===== src/rtl/stream_argmax.sv =====
// Streaming argmax over one frame of classifier scores: tracks best and runner-up,
// then presents class index, max score and saturating margin on a result handshake.
//
// state     | meaning
// ----------+------------------------------------------------------------
// S_COLLECT | accepting score beats, updating best / runner-up / index
// S_HOLD    | frame result presented on res_*, waiting for res_ready
module stream_argmax #(
  parameter int NUM_CLASSES = 10,
  parameter int DATA_W      = 27,
  parameter bit SIGNED_CMP  = 1'b1,
  localparam int IDX_W      = $clog2(NUM_CLASSES)
) (
  input  logic              clk,
  input  logic              rst_n,
  input  logic              in_valid,
  output logic              in_ready,
  input  logic [DATA_W-1:0] in_data,
  input  logic              in_last,
  output logic              res_valid,
  input  logic              res_ready,
  output logic [IDX_W-1:0]  res_idx,
  output logic [DATA_W-1:0] res_max,
  output logic [DATA_W-1:0] res_margin,
  output logic              res_err,
  output logic [3:0]        hex_out
);

  localparam logic [0:0] S_COLLECT = 1'b0;
  localparam logic [0:0] S_HOLD    = 1'b1;

  localparam logic [IDX_W-1:0]  LAST_BEAT = IDX_W'(NUM_CLASSES - 1);
  localparam logic [DATA_W-1:0] MIN_VAL   = SIGNED_CMP ? {1'b1, {(DATA_W-1){1'b0}}}
                                                       : {DATA_W{1'b0}};
  // Largest margin representable as a non-negative score in the configured number format.
  localparam logic [DATA_W:0]   MARGIN_CAP = SIGNED_CMP ? {2'b00, {(DATA_W-1){1'b1}}}
                                                        : {1'b0, {DATA_W{1'b1}}};

  logic [0:0]        state;
  logic [IDX_W-1:0]  beat_cnt;
  logic [IDX_W-1:0]  best_idx;
  logic [DATA_W-1:0] best;
  logic [DATA_W-1:0] second;

  logic              beat;
  logic              first_beat;
  logic              frame_end;
  logic              frame_err;
  logic [DATA_W-1:0] nxt_best;
  logic [DATA_W-1:0] nxt_second;
  logic [IDX_W-1:0]  nxt_idx;
  logic [DATA_W:0]   diff;
  logic [DATA_W-1:0] margin;
  logic [3:0]        hex_nxt;

  function automatic logic greater(input logic [DATA_W-1:0] a, input logic [DATA_W-1:0] b);
    if (SIGNED_CMP) return $signed(a) > $signed(b);
    else            return a > b;
  endfunction

  function automatic logic [DATA_W:0] ext(input logic [DATA_W-1:0] x);
    if (SIGNED_CMP) return {x[DATA_W-1], x};
    else            return {1'b0, x};
  endfunction

  // Handshake readiness depends on state only, never on in_valid or res_ready.
  assign in_ready   = (state == S_COLLECT);
  assign res_valid  = (state == S_HOLD);

  assign beat       = in_valid && in_ready;
  assign first_beat = (beat_cnt == '0);
  assign frame_end  = beat && (in_last || (beat_cnt == LAST_BEAT));
  assign frame_err  = !in_last || (beat_cnt != LAST_BEAT);

  always_comb begin
    nxt_best   = best;
    nxt_second = second;
    nxt_idx    = best_idx;
    if (first_beat) begin
      nxt_best   = in_data;
      nxt_second = MIN_VAL;
      nxt_idx    = '0;
    end else if (greater(in_data, best)) begin
      nxt_second = best;
      nxt_best   = in_data;
      nxt_idx    = beat_cnt;
    end else if (greater(in_data, second)) begin
      nxt_second = in_data;
    end
  end

  // A one-beat frame has no runner-up; report the widest margin.
  always_comb begin
    diff    = first_beat ? {(DATA_W+1){1'b1}} : (ext(nxt_best) - ext(nxt_second));
    margin  = (diff > MARGIN_CAP) ? MARGIN_CAP[DATA_W-1:0] : diff[DATA_W-1:0];
    hex_nxt = 4'hF;
    if (!frame_err && (32'(nxt_idx) <= 32'd9)) hex_nxt = 4'(nxt_idx);
  end

  always_ff @(posedge clk) begin
    if (!rst_n) begin
      state      <= S_COLLECT;
      beat_cnt   <= '0;
      best       <= '0;
      second     <= '0;
      best_idx   <= '0;
      res_idx    <= '0;
      res_max    <= '0;
      res_margin <= '0;
      res_err    <= 1'b0;
      hex_out    <= 4'hF;
    end else begin
      case (state)
        S_COLLECT: begin
          if (beat) begin
            best     <= nxt_best;
            second   <= nxt_second;
            best_idx <= nxt_idx;
            if (frame_end) begin
              state      <= S_HOLD;
              beat_cnt   <= '0;
              res_idx    <= nxt_idx;
              res_max    <= nxt_best;
              res_margin <= margin;
              res_err    <= frame_err;
              hex_out    <= hex_nxt;
            end else begin
              beat_cnt <= beat_cnt + 1'b1;
            end
          end
        end
        S_HOLD: begin
          if (res_ready) begin
            state    <= S_COLLECT;
            beat_cnt <= '0;
          end
        end
        default: state <= S_COLLECT;
      endcase
    end
  end

endmodule


===== config.mk =====
export PLATFORM = sky130hd
export DESIGN_NAME = stream_argmax
export DESIGN_NICKNAME = d
export VERILOG_FILES = /design/src/rtl/stream_argmax.sv
export SDC_FILE = /design/constraint.sdc
export NUM_CORES = 1
export LEC_CHECK = 0
export CELL_PAD_IN_SITES_DETAIL_PLACEMENT = 0
export CELL_PAD_IN_SITES_GLOBAL_PLACEMENT = 1
export CORE_ASPECT_RATIO = 0.9
export CORE_UTILIZATION = 39
export DETAILED_ROUTE_END_ITERATION = 10
export PLACE_DENSITY = 0.79
export SETUP_SLACK_MARGIN = 0.15
export SLEW_MARGIN = 5
export SYNTH_ARGS = -nofsm -noshare
export SYNTH_HDL_FRONTEND = slang
export SYNTH_SLANG_ARGS = --single-unit
export TNS_END_PERCENT = 30

===== constraint.sdc =====
create_clock -name clk -period 4.5 [get_ports clk]
set_clock_uncertainty 0.15 [all_clocks]
set_input_delay 0.45 -clock clk [delete_from_list [all_inputs] [get_ports clk]]
set_output_delay 0.45 -clock clk [all_outputs]
set_load 0.1 [all_outputs]

==> impl_metrics.csv <==
group,metric,value,unit
status,outcome,"finished with violations",
status,violations,"setup timing",
synthesis,netlist_area,8620,um2
pwr,swShare,37.8,%
job,cap_violations,0,
clocking,clkLatencyLatePin,0.43,ns
routing,vias_per_cell,5.38,
die,ios,97,
final_layout,drive_gt1_share,36.4,%
synthesis,syn_avg_cell_area,8.18,um2
clocking,cts-root-buf,"clkbuf_16",
timing,slew_headroom,19.8,%
clocking,cts.clk_slew.worst_paths,0.06,ns
synthesis,yosysWarnings,0,
grt,grt.total_usage,25.6,%
pwr,switchingPower,0.00177,W
synthesis,synth_cell_types,66,
synthesis,synth-edff-count,0,
setup_path,worstSetupPathType,"primary input to flop",
timing,slew_violations,0,
routing,antenna_left,0,
routing,vias,8860,
final_layout,design_area,13300,um2
pwr,max-vdd-ir-drop,0.000228,V
die,core_area,21600,um2
timing,period_needed,4.74,ns
die,dieWidth,159,um
synthesis,synth_nets,1170,
routing,avgRoutedWirePerCell,17.4,um
routing,dr.pass1.iters,5,
clocking,htreeDepth,4,
setup_path,cp-start-kind,"primary input",
min_path,hold_path.class,"flop to flop",
placement,io_buffers,96,
synthesis,synth_common_cells,"dfxtp_1, a21oi_1, o21ai_0",
routing,wirelength,28.7,mm
synthesis,yosys.area.top_type_share,29.3,%
setup_path,endpoint_kind,"flop",
placement,dp_hpwl,19.8,mm
grt,grt_pass1_wl,44.7,mm
placement,placed_area,11600,um2
routing,post-route-drc-count,0,
setup_path,worst-path-max-fanout,26,
synthesis,synthTopCellsByArea,"dfxtp_1, ha_1, a21oi_1, o21ai_0, inv_1",
grt,grt_max_degree,83,
die,die_h,143,um
timing,fin_crit_sh,105,%
grt,grt_pass1_vias,8729,
grt,overflow,0,
clocking,clockBufferDepth,2,
routing,first_iter_violations,570,
final_layout,final_core_util,61.6,%
pwr,power_frac_seq,26.0,%
clocking,tritoncts,"yes",
die,rows,51,
timing,finalSetupViolCount,26,
synthesis,yosys_most_used_dff,"dfxtp_1",
pwr,clkPwrFrac,32.2,%
final_layout,synthToLayoutAreaGrowth,54.5,%
synthesis,async_flop_share,0,%
synthesis,yosys.cell_count.top_type,"dfxtp_1",
pwr,power_density,353,nW/um2
final_layout,nNetsFinal,1460,
die,initial_core_util,39.8,%
timing,fmax,211,MHz
pwr,internal_power,0.00292,W
pwr,power_leakage,5.59,nW
placement,place_congestion,0.843,
synthesis,ys_ff_latch,126,
die,fp.dieArea,22700,um2
timing,setup_ws,-0.241,ns
grt,antenna_found_initial,0,
pwr,pwr-share-comb,41.8,%
timing,rsz0062_at_grt,"true",
final_layout,antenna_cells,0,
timing,worstMarginPinSlew,1.20,ns
setup_path,cp_data_required_time,4.65,ns
synthesis,syn-instance-count,1053,
setup_path,cp_data_arrival_time,4.89,ns
clocking,clkSinkCount,126,
timing,setup_tns,-5.65,ns
clocking,numCtsBuffers,17,
synthesis,ys_seq_area_share,29.3,%
timing,final_hold_viol_count,0,
synthesis,synth_area_leader_cell,"dfxtp_1",
layer usage:
layer / share of wire [%] / track usage (%)
met5: 0 / 0
met4: 3.0 / 10.0
met3: 4.2 / 4.95
met2: 48 / 43.1
met1: 45 / 32.1
area by class of cell:
| class | instances | area, um2 |
|---|---|---|
| Tap cell | 291 | 364 |
| Clock buffer | 17 | 425 |
| Sequential cell | 126 | 2540 |
| Clock inverter | 15 | 199 |
| Fill cell | 1788 | 8320 |
| Inverter | 91 | 342 |
| Multi-Input combinational cell | 779 | 6570 |
| Timing Repair Buffer | 328 | 2880 |
cell usage in the layout (no fill, tap or decap), types with 6 or more instances in the layout:
cell type / netlist / layout
a21boi_0: 6 / 6
a21o_1: 20 / 20
a21oi_1: 122 / 97
a21oi_2: 0 / 24
a221oi_2: 20 / 20
a31oi_1: 29 / 18
a31oi_4: 1 / 10
and2_1: 9 / 8
buf_12: 0 / 8
buf_4: 6 / 216
clkbuf_16: 0 / 18
clkdlybuf4s50_1: 0 / 70
dfxtp_1: 126 / 115
dfxtp_2: 0 / 11
dlygate4sd2_1: 0 / 16
dlymetal6s2s_1: 0 / 8
ha_1: 84 / 50
ha_4: 0 / 33
inv_1: 91 / 75
inv_2: 0 / 16
inv_6: 0 / 6
mux2_2: 22 / 15
mux2_4: 0 / 11
mux2i_1: 33 / 19
mux2i_2: 0 / 7
mux2i_4: 0 / 7
nand2_1: 55 / 52
nand3_1: 10 / 7
nand4_1: 11 / 11
nor2_1: 75 / 73
nor2b_1: 30 / 28
o21ai_0: 112 / 106
or2_1: 12 / 11
or2_2: 15 / 11
xnor2_1: 9 / 9
xor2_1: 13 / 11
per-stage QoR:
| step | std cells | total power [W] | hold WS, ns | setup WS, ns |
|---|---|---|---|---|
| floorplan | 1053 | 0.00229 | 0.294 | 0.108 |
| CTS | 1638 | 0.00456 | 0.321 | -0.128 |
| detailed placement | 1585 | 0.00291 | 0.309 | -0.903 |
| finish | 1647 | 0.00470 | 0.321 | -0.241 |
| global placement | 1585 | 0.00290 | 0.303 | -0.829 |
| global route | 1647 | 0.00490 | 0.355 | -0.349 |
power by group through the flow:
stage          clock network, W  registers (W)  logic (W)
3_5_place_dp                  0        0.00124    0.00167
4_1_cts                 0.00152        0.00122    0.00182
6_report                0.00151        0.00122    0.00196
5_1_grt                 0.00158        0.00123    0.00210
3_3_place_gp                  0        0.00124    0.00165
2_1_floorplan                 0        0.00153   0.000757
registers in the layout, summed over array words and instances (netlist names):
signal,flops
beat_cnt,4
res_max,27
res_err,1
best_idx,4
res_valid,1
res_margin,27
best,27
hex_out,4
second,27
res_idx,4
repair_timing:
action / 4_1_cts / 5_1_grt
setup endpoints to repair: 26 / 26
setup buffers: 19 / 8
hold endpoints to repair: 0 / 0
hold buffers: 0 / 0
cloned: 2 / 1
gates resized for setup: 103 / 80
pin swaps: 48 / 44
worst max-delay path, stage by stage:
cell and delay (ns):
clkdlybuf4s50_1 0.47, ha_1 0.33, nand4_1 0.23, a21oi_2 0.23, nor3_2 0.07, buf_4 0.15
o211ai_2 0.17, a2bb2oi_4 0.10, buf_12 0.18, buf_4 0.15, nor2_1 0.12, a21oi_2 0.05
or2_1 0.27, ha_4 0.25, a21oi_2 0.15, o21ai_1 0.14, a221oi_4 0.36, nor2_1 0.08
a211oi_2 0.21, o21ai_2 0.11, a31oi_4 0.21, buf_6 0.15, clkbuf_16 0.16, a31oi_1 0.08
cells by family after synthesis:
group                      Yosys count  share of synthesized area, %
and+or+nand+nor                    252                          14.7
adders and majority gates           85                          12.4
DFF                                126                          29.3
muxes                               59                          7.23
buffers and inverters              148                          7.22
xor gates and xnor gates            22                          2.24
AOI/OAI and AO/OA                  361                          26.9
worst paths after layout:
path | slack, ns | to | cells past startpoint | start
worst max-delay path | -0.24 | res_margin[13] | 24 | in_data[5]
worst min-delay path | 0.32 | best_idx[1] | 2 | best_idx[1]
worst max register to register | -0.17 | res_margin[13] | 24 | second[16]
worst min register to register | 0.32 | best_idx[1] | 2 | best_idx[1]
Power figures use the tool's default switching activity.
